===== src/rtl/data_mem_ctrl_pkg.sv =====
// Shared types and defaults for the multicycle data-memory responder.
// The request struct is the bus bundle at the default widths.
package data_mem_ctrl_pkg;

  localparam int DEF_DATA_WIDTH  = 16;
  localparam int DEF_ADDR_WIDTH  = 16;
  localparam int DEF_DEPTH       = 256;
  localparam int DEF_WAIT_CYCLES = 1;

  typedef enum logic [1:0] {
    IDLE   = 2'd0,
    WAIT   = 2'd1,
    ACCESS = 2'd2,
    RESP   = 2'd3
  } mem_state_t;

  typedef struct packed {
    logic                      we;
    logic [DEF_ADDR_WIDTH-1:0] addr;
    logic [DEF_DATA_WIDTH-1:0] wdata;
  } mem_req_t;

  // Width of a down-counter that must hold waits-1; never narrower than 1 bit.
  function automatic int cnt_width(input int waits);
    return (waits > 1) ? $clog2(waits) : 1;
  endfunction

endpackage


===== src/rtl/data_mem_ctrl_ram.sv =====
// Single-port synchronous RAM; read data is registered on enabled reads only,
// so a store leaves the last loaded word on rdata.
module data_ram #(
  parameter  int DATA_WIDTH = 16,
  parameter  int DEPTH      = 256,
  localparam int IDX_W      = (DEPTH > 1) ? $clog2(DEPTH) : 1
) (
  input  logic                  clk,
  input  logic                  we,
  input  logic                  en,
  input  logic [IDX_W-1:0]      idx,
  input  logic [DATA_WIDTH-1:0] wdata,
  output logic [DATA_WIDTH-1:0] rdata
);

  logic [DATA_WIDTH-1:0] mem [DEPTH];
  logic [DATA_WIDTH-1:0] rdata_q;

  always_ff @(posedge clk) begin
    if (en) begin
      if (we) begin
        mem[idx] <= wdata;
      end else begin
        rdata_q <= mem[idx];
      end
    end
  end

  assign rdata = rdata_q;

endmodule


===== src/rtl/data_mem_ctrl.sv =====
// Multicycle load/store responder: accepts one request in IDLE, waits
// WAIT_CYCLES, does one RAM access, then pulses mem_ready for one cycle.
module data_mem_ctrl
  import data_mem_ctrl_pkg::*;
#(
  parameter int DATA_WIDTH  = DEF_DATA_WIDTH,
  parameter int ADDR_WIDTH  = DEF_ADDR_WIDTH,
  parameter int DEPTH       = DEF_DEPTH,
  parameter int WAIT_CYCLES = DEF_WAIT_CYCLES
) (
  input  logic                  clk,
  input  logic                  reset,
  input  logic                  mem_req,
  input  logic                  mem_we,
  input  logic [ADDR_WIDTH-1:0] mem_addr,
  input  logic [DATA_WIDTH-1:0] mem_wdata,
  output logic [DATA_WIDTH-1:0] mem_rdata,
  output logic                  mem_ready,
  output logic                  mem_err,
  output logic                  mem_busy
);

  localparam int IDX_W = (DEPTH > 1) ? $clog2(DEPTH) : 1;
  localparam int CNT_W = cnt_width(WAIT_CYCLES);
  localparam int AW1   = ADDR_WIDTH + 1;
  localparam logic [CNT_W-1:0] CNT_LOAD  = CNT_W'((WAIT_CYCLES > 0) ? WAIT_CYCLES - 1 : 0);
  localparam logic [CNT_W-1:0] CNT_ONE   = CNT_W'(1);
  localparam logic [AW1-1:0]   DEPTH_LIM = AW1'(DEPTH);

  mem_state_t            state_q, state_d;
  logic [CNT_W-1:0]      cnt_q, cnt_d;
  logic                  err_q, err_d;
  logic                  zero_q, zero_d;
  logic                  we_q, we_d;
  logic [ADDR_WIDTH-1:0] addr_q, addr_d;
  logic [DATA_WIDTH-1:0] wdata_q, wdata_d;

  logic                  in_range;
  logic                  ram_en;
  logic [IDX_W-1:0]      ram_idx;
  logic [DATA_WIDTH-1:0] ram_rdata;

  // Full-width compare so high address bits can never alias into the RAM.
  assign in_range = {1'b0, addr_q} < DEPTH_LIM;
  assign ram_idx  = addr_q[IDX_W-1:0];
  // Reset outranks a store whose ACCESS edge coincides with it.
  assign ram_en   = (state_q == ACCESS) && in_range && !reset;

  data_ram #(
    .DATA_WIDTH (DATA_WIDTH),
    .DEPTH      (DEPTH)
  ) u_ram (
    .clk   (clk),
    .we    (we_q),
    .en    (ram_en),
    .idx   (ram_idx),
    .wdata (wdata_q),
    .rdata (ram_rdata)
  );

  always_comb begin
    state_d = state_q;
    cnt_d   = cnt_q;
    err_d   = err_q;
    zero_d  = zero_q;
    we_d    = we_q;
    addr_d  = addr_q;
    wdata_d = wdata_q;
    case (state_q)
      IDLE: begin
        if (mem_req) begin
          we_d    = mem_we;
          addr_d  = mem_addr;
          wdata_d = mem_wdata;
          if (WAIT_CYCLES > 0) begin
            state_d = WAIT;
            cnt_d   = CNT_LOAD;
          end else begin
            state_d = ACCESS;
          end
        end
      end
      WAIT: begin
        if (cnt_q == '0) begin
          state_d = ACCESS;
        end else begin
          cnt_d = cnt_q - CNT_ONE;
        end
      end
      ACCESS: begin
        state_d = RESP;
        err_d   = !in_range;
        // zero_q masks the RAM read port: out-of-range forces 0, a load
        // exposes the fresh read, an in-range store keeps what was shown.
        if (!in_range) begin
          zero_d = 1'b1;
        end else if (!we_q) begin
          zero_d = 1'b0;
        end
      end
      RESP: begin
        state_d = IDLE;
      end
      default: begin
        state_d = IDLE;
      end
    endcase
  end

  always_ff @(posedge clk) begin
    if (reset) begin
      state_q <= IDLE;
      cnt_q   <= '0;
      err_q   <= 1'b0;
      zero_q  <= 1'b1;
    end else begin
      state_q <= state_d;
      cnt_q   <= cnt_d;
      err_q   <= err_d;
      zero_q  <= zero_d;
    end
  end

  always_ff @(posedge clk) begin
    we_q    <= we_d;
    addr_q  <= addr_d;
    wdata_q <= wdata_d;
  end

  assign mem_ready = (state_q == RESP);
  assign mem_err   = mem_ready && err_q;
  assign mem_busy  = (state_q != IDLE);
  assign mem_rdata = zero_q ? '0 : ram_rdata;

endmodule


===== config.mk =====
export PLATFORM = sky130hd
export DESIGN_NAME = data_mem_ctrl
export DESIGN_NICKNAME = d
export VERILOG_FILES = /design/src/rtl/data_mem_ctrl_pkg.sv /design/src/rtl/data_mem_ctrl_ram.sv /design/src/rtl/data_mem_ctrl.sv
export SDC_FILE = /design/constraint.sdc
export NUM_CORES = 2
export LEC_CHECK = 0
export BUFFER_PORTS_ARGS = -buffer_cell sky130_fd_sc_hd__buf_2
export CAP_MARGIN = 20
export CORE_UTILIZATION = 55
export DETAILED_ROUTE_END_ITERATION = 10
export MAX_ROUTING_LAYER = met4
export PLACE_DENSITY_LB_ADDON = 0.08
export SLEW_MARGIN = 20
export SYNTH_ARGS = -nofsm -noshare
export SYNTH_HDL_FRONTEND = slang
export SYNTH_SLANG_ARGS = --single-unit
export TNS_END_PERCENT = 20

===== constraint.sdc =====
create_clock -name clk -period 4.5 [get_ports clk]
set_input_delay 0.675 -clock clk [delete_from_list [all_inputs] [get_ports clk]]
set_output_delay 0.675 -clock clk [all_outputs]
set_load 0.1 [all_outputs]

## Word-level counts from Yosys, hierarchy flattened

Memories as Yosys holds them, arrays and structs flattened. A register that Yosys moved wholly into a read port is not among the register bits.
Index checks and enable logic that the tools add are counted.

- Bits in registers: 38
- RAM bits: 4096
- Output and inout bits: 19
- Logic and storage cells: 42
- Memories kept: 1

- Add/subtract/negate cells: 1
- Order comparisons: 1
- Equality and inequality tests: 6
- Muxes and demuxes: 12
- Bitwise gates (word level): 1
- Reductions and logical operators: 13

Memories:

| name | words | width | read ports | clocked after memory_dff | wr ports | RTL line | source |
|---|---|---|---|---|---|---|---|
| u_ram.mem | 256 | 16 | 1 | 1 | 1 | data_mem_ctrl_ram.sv:16 | `logic [DATA_WIDTH-1:0] mem [DEPTH];` |

Operator list:

| operator | number |
|---|---|
| $lt 16x9->1 const B | 1 |
| $mux 16 | 1 |
| $reduce_and 2->1 | 5 |
| $pmux 2 s4 | 1 |
| $mux 1 | 7 |
| $ne 2x2->1 const B | 3 |
| $eq 2x2->1 const B | 2 |
| $mux 2 | 2 |
| $reduce_bool 2->1 | 2 |
| $logic_and 1x1->1 | 3 |
| $eq 2x1->1 const B | 1 |
| $logic_not 1->1 | 2 |
| $logic_not 2->1 | 1 |
| $pmux 1 s2 | 1 |
| $not 1->1 | 1 |
| $sub 1x1->1 const B | 1 |

## Longest topological paths before layout

- Depth after elaboration: 5
- Depth in mapped cells: 9

## By module

A second synthesis with hierarchy kept.

- Cell total of the unflattened synthesis: 6781
- Area total of the unflattened synthesis: 156586.4 um^2

By module, submodules not included:

| module | instances | cells an instance | area an instance (um^2) | seq. area each (um^2) |
|---|---|---|---|---|
| data_ram | 1 | 6705 | 155236.4 | 123478.4 |
| data_mem_ctrl | 1 | 76 | 1350.0 | 1071.0 |

## Worst setup path after synthesis

No wires, ideal clock.

- Path kind: register -> register
- Start: register wdata_q[0]
- End: memory u_ram.mem[0][0] (data pin)
- Setup time: 817 ps
- Data arrival time: 3228 ps
- Slack: 454 ps
- Cell stages (with the launch flop): 1
- Cells stage by stage: edfxtp_1

RTL lines:

| what | RTL line | source |
|---|---|---|
| start: declaration | data_mem_ctrl.sv:36 | `logic [DATA_WIDTH-1:0] wdata_q, wdata_d;` |
| start signal: assignment | data_mem_ctrl.sv:127 | `wdata_q <= wdata_d;` |
| end: declaration | data_mem_ctrl_ram.sv:16 |  |

Straight into the memory's write port.

## Worst setup path in the final report

- Start: register addr_q[0]
- End: register u_ram.rdata_q[15], in the netlist u_ram.rdata[15], read port of u_ram.mem (data pin)

- Longest elaborated chain between the ends: 4

Ends and longest elaborated chain:

| what | RTL line | source |
|---|---|---|
| start: declaration | data_mem_ctrl.sv:35 | `logic [ADDR_WIDTH-1:0] addr_q, addr_d;` |
| start signal: assignment | data_mem_ctrl.sv:126 | `addr_q <= addr_d;` |
| $lt 16x9->1 | data_mem_ctrl.sv:44 | `assign in_range = {1'b0, addr_q} < DEPTH_LIM;` |
| $logic_and 1x1->1 (2 in a row) | data_mem_ctrl.sv:47 | `assign ram_en = (state_q == ACCESS) && in_range && !reset;` |
| $reduce_and 2->1 (no source line) | - |  |
| end: declaration | data_mem_ctrl_ram.sv:17 | `logic [DATA_WIDTH-1:0] rdata_q;` |

Several ways; a longest one is shown, not always the timed one.
A chain may end at the register's enable or synchronous reset.

==> impl_table.tex <==
\begin{tabular}{lr}
\hline
Metric & Value \\
\hline
\multicolumn{2}{l}{\textbf{Route}} \\
DR DRC count & 0 \\
Remaining antenna violation count & 0 \\
Met2 layer wire length in the routed design & 197 mm \\
Number of design-rule violations left by the first detailed-router iteration & 10100 \\
Met3 wirelength from detailed routing & 37.8 mm \\
Mean routed wirelength per cell & 35.4 µm \\
Detailed-route via count & 76400 \\
TritonRoute pass-1 iters & 5 \\
Top layer reached by signal wires & met4 \\
Final wirelength & 412 mm \\
Sum of routed wire segments on met1 & 165 mm \\
Mean number of vias per cell & 6.57 \\
\multicolumn{2}{l}{\textbf{Die}} \\
Area of the core & 283000 µm² \\
Die H & 536 µm \\
Site Rows & 195 \\
Die outline width & 536 µm \\
IO Pins & 55 \\
Die area & 287000 µm² \\
Initial core utilization & 55.4\% \\
\multicolumn{2}{l}{\textbf{Final layout}} \\
Final non-filler cell area & 180000 µm² \\
Synthesis-to-finish area growth & 14.9\% \\
Total area of sequential cells & 125000 µm² \\
Most frequent standard cell in the layout excluding fill and tap cells & sky130\_fd\_sc\_hd\_\_edfxtp\_1 \\
Count of fill cells added during filler insertion & 18700 \\
Net count of the finished layout & 7524 \\
Fraction of final layout cells sized beyond drive strength 1 & 30.1\% \\
Commonest non-fill, non-tap cells in the layout & sky130\_fd\_sc\_hd\_\_edfxtp\_1 (4145), sky130\_fd\_sc\_hd\_\_mux4\_2 (1024), sky130\_fd\_sc\_hd\_\_buf\_4 (529), sky130\_fd\_sc\_hd\_\_a22oi\_1 (512), sky130\_fd\_sc\_hd\_\_clkbuf\_16 (424) \\
Combined area of the multi-input logic cells & 30700 µm² \\
Final standard cell count with taps included and fillers excluded & 11600 \\
\multicolumn{2}{l}{\textbf{CTS}} \\
CTS-repair resized insts & 0 \\
Root buf cell & sky130\_fd\_sc\_hd\_\_clkbuf\_16 \\
TritonCTS clock tree & done \\
Level count of the clock H-tree & 5 \\
Hold buffer count at cts & 34 \\
Post-CTS setup buffer count & 0 \\
Longest Clk Path Bufs & 4 \\
Clock Sinks & 4149 \\
Clock buffers created by TritonCTS & 415 \\
Clk Latency, worst-skew pair & 0.98 ns \\
Clock transition at the register clock pins on the worst setup and hold paths after CTS & 0.06 ns \\
\multicolumn{2}{l}{\textbf{Placed design}} \\
GPL Wtd Cong & 0.854 \\
Detailed placement HPWL & 243 mm \\
Number of buffers inserted by port buffering & 54 \\
Placed cell count & 10800 \\
Instance area at placement & 166000 µm² \\
\multicolumn{2}{l}{\textbf{Synth}} \\
Post-synthesis mux area share & 14.7\% \\
Cell area after technology mapping & 157000 µm² \\
Avg Cell Area, Syn & 23.1 µm² \\
Synth Area in XOR/XNOR & 0\% \\
Number of warning messages in the yosys log & 0 \\
Post-Synthesis Net Count & 6821 \\
Number of instances in the synthesized netlist & 6782 \\
Simple-gate area share of the yosys netlist & 0.935\% \\
Number of register bits inferred by synthesis & 4149 \\
Combinational family with the most area after synthesis & multiplexers \\
Number of unique standard cell types used by synthesis & 26 \\
Share of the yosys chip area belonging to registers & 79.5\% \\
Area share of fa/ha/maj cells after synthesis & 0.0240\% \\
Fraction of the mapped netlist area in compound gates & 3.65\% \\
\multicolumn{2}{l}{\textbf{STA}} \\
Setup violations, final & 0 \\
Post-route clock period utilization & 96.0\% \\
RSZ-0062 raised after global routing & no \\
Post-route minimum period & 4.32 ns \\
Number of endpoints with negative hold slack in the final report & 0 \\
Actual transition at the worst max-transition pin & 1.24 ns \\
Total negative slack for setup checks & 0 ns \\
Max\_slew headroom & 17.5\% \\
Final Max Slew Viols & 0 \\
Maximum clock frequency & 231 MHz \\
Clock tree skew after final layout & 0.0665 ns \\
\multicolumn{2}{l}{\textbf{Power}} \\
Pwr Density & 531 nW/µm² \\
Static Leak & 56.2 nW \\
Worst VDD drop & 0.469 mV \\
\multicolumn{2}{l}{\textbf{GRT}} \\
Initial antenna violation count & 26 \\
Via count of the first global-routing pass & 75700 \\
Residual overflow from global routing & 0 \\
Wire length of the first global-routing pass & 580 mm \\
Maximum number of pins on one net before global-route repair & 201 \\
Gr usage total & 29.8\% \\
\multicolumn{2}{l}{\textbf{Setup path}} \\
Type of element launching the critical path & register \\
Cell breakdown of the critical path & buf\_12 > buf\_12 > mux4\_2 > a22oi\_1 > a21oi\_1 > o41ai\_2 > nand4\_1 \\
Critical path launch point & addr\_q[0] \\
Arrival time at the worst endpoint & 4.93 ns \\
Cell type with the highest occurrence count on the critical path & sky130\_fd\_sc\_hd\_\_buf\_12 \\
Worst path bufs/invs & 2 \\
Reg-to-reg startpoint & addr\_q[0] \\
Cell family with most CP delay & compound AO/OA/AOI/OAI gates \\
Kind of capture point of the worst setup path & register \\
Setup Crit Path Kind & reg2reg \\
CP peak stage delay & 0.86 ns \\
Required time worst endpoint & 5.11 ns \\
Worst-path cell with the longest stage delay & sky130\_fd\_sc\_hd\_\_o41ai\_2 \\
CP max FO & 63 \\
\multicolumn{2}{l}{\textbf{Min path}} \\
Beginning of the worst hold path & mem\_req \\
Type of the worst min-delay path & in2reg \\
\multicolumn{2}{l}{\textbf{Run status}} \\
Outcome & complete, no violations \\
\multicolumn{2}{l}{\textbf{Flow run}} \\
Max Cap Viol & 0 \\
\hline
\end{tabular}
==> layer usage <==
metal | vias up | global-route usage, %
li1 | 30700 | -
met4 | 0 | 7.47
met5 | - | -
met1 | 41400 | 42.4
met2 | 3718 | 45.2
met3 | 538 | 5.34
==> sequential cells by signal, indices dropped and copies added (netlist names) <==
register,flops
u_ram.mem,4096
addr_q,16
u_ram.rdata,16
wdata_q,16
state_q,2
err_q,1
we_q,1
zero_q,1
==> worst min-delay path: stages <==
cell,delay (ns)
sky130_fd_sc_hd__buf_2,0.12
sky130_fd_sc_hd__nor2_1,0.08
sky130_fd_sc_hd__a211oi_1,0.09
==> path summary, 6_finish.rpt <==
path	end	slack, ns	cells after the start
setup / recovery	u_ram.rdata[15]	0.18	7
hold / removal	state_q[0]	0.1	3
setup reg to reg	u_ram.rdata[15]	0.18	7
hold reg to reg	err_q	0.48	2
==> power by group <==
part / total [mW] / internal [mW] / leakage (nW) / switching [mW]
Clock: 35.1 / 20.6 / 6.72 / 14.5
Sequential: 44.9 / 44.8 / 37.3 / 0.133
Combinational: 15.6 / 5.28 / 12.2 / 10.3
Total: 95.6 / 70.6 / 56.2 / 24.9
==> logic make-up after synthesis <==
kind of cell    count (synthesis)
simple gates                  354
buf+inv                       415
compound gates                837
fa+ha+maj                       3
flops                        4149
mux                          1024
==> Yosys cell counts (all sizes together) <==
cell    instances  area [µm²]
a22oi         512        3840
o41ai          64         561
nor2          261         980
nor2b          22         138
a21oi         259        1300
buf           138         848
edfxtp       4145      124000
clkbuf        272        1020
dfxtp           4        80.1
inv             5        18.8
nand3           4        20.0
nand2b          2        12.5
nor4            2        12.5
or3             1        6.26
nand4          16         100
nor3            5        25.0
ha              3        37.5
nand4b          1        8.76
mux4         1024       23100
nand2          35         131
o21ai           1        5.00
a211oi          1        7.51
and2            5        31.3
==> metrics by stage <==
stage	utilization (%)	hold slack, ns	setup slack, ns	total power, mW
2_1_floorplan	-	0.439	0.454	55.0
5_1_grt	63.7	0.121	0.130	98.1
4_1_cts	63.6	0.0232	0.255	96.1
6_report	63.7	0.0990	0.179	95.6
3_5_place_dp	58.6	0.477	0.250	61.3
3_3_place_gp	58.6	0.465	-0.643	61.0
==> cell type report <==
cell class	instances	share of cell area [%]
multi-input combinational	2218	17.1
tap	3743	2.60
sequential	4149	69.1
clock inverter	257	1.59
timing repair buffer	696	3.43
inverter	5	0.0104
antenna	50	0.0695
clock buffer	511	6.10
Note: power is estimated with default switching activity, not from simulation.
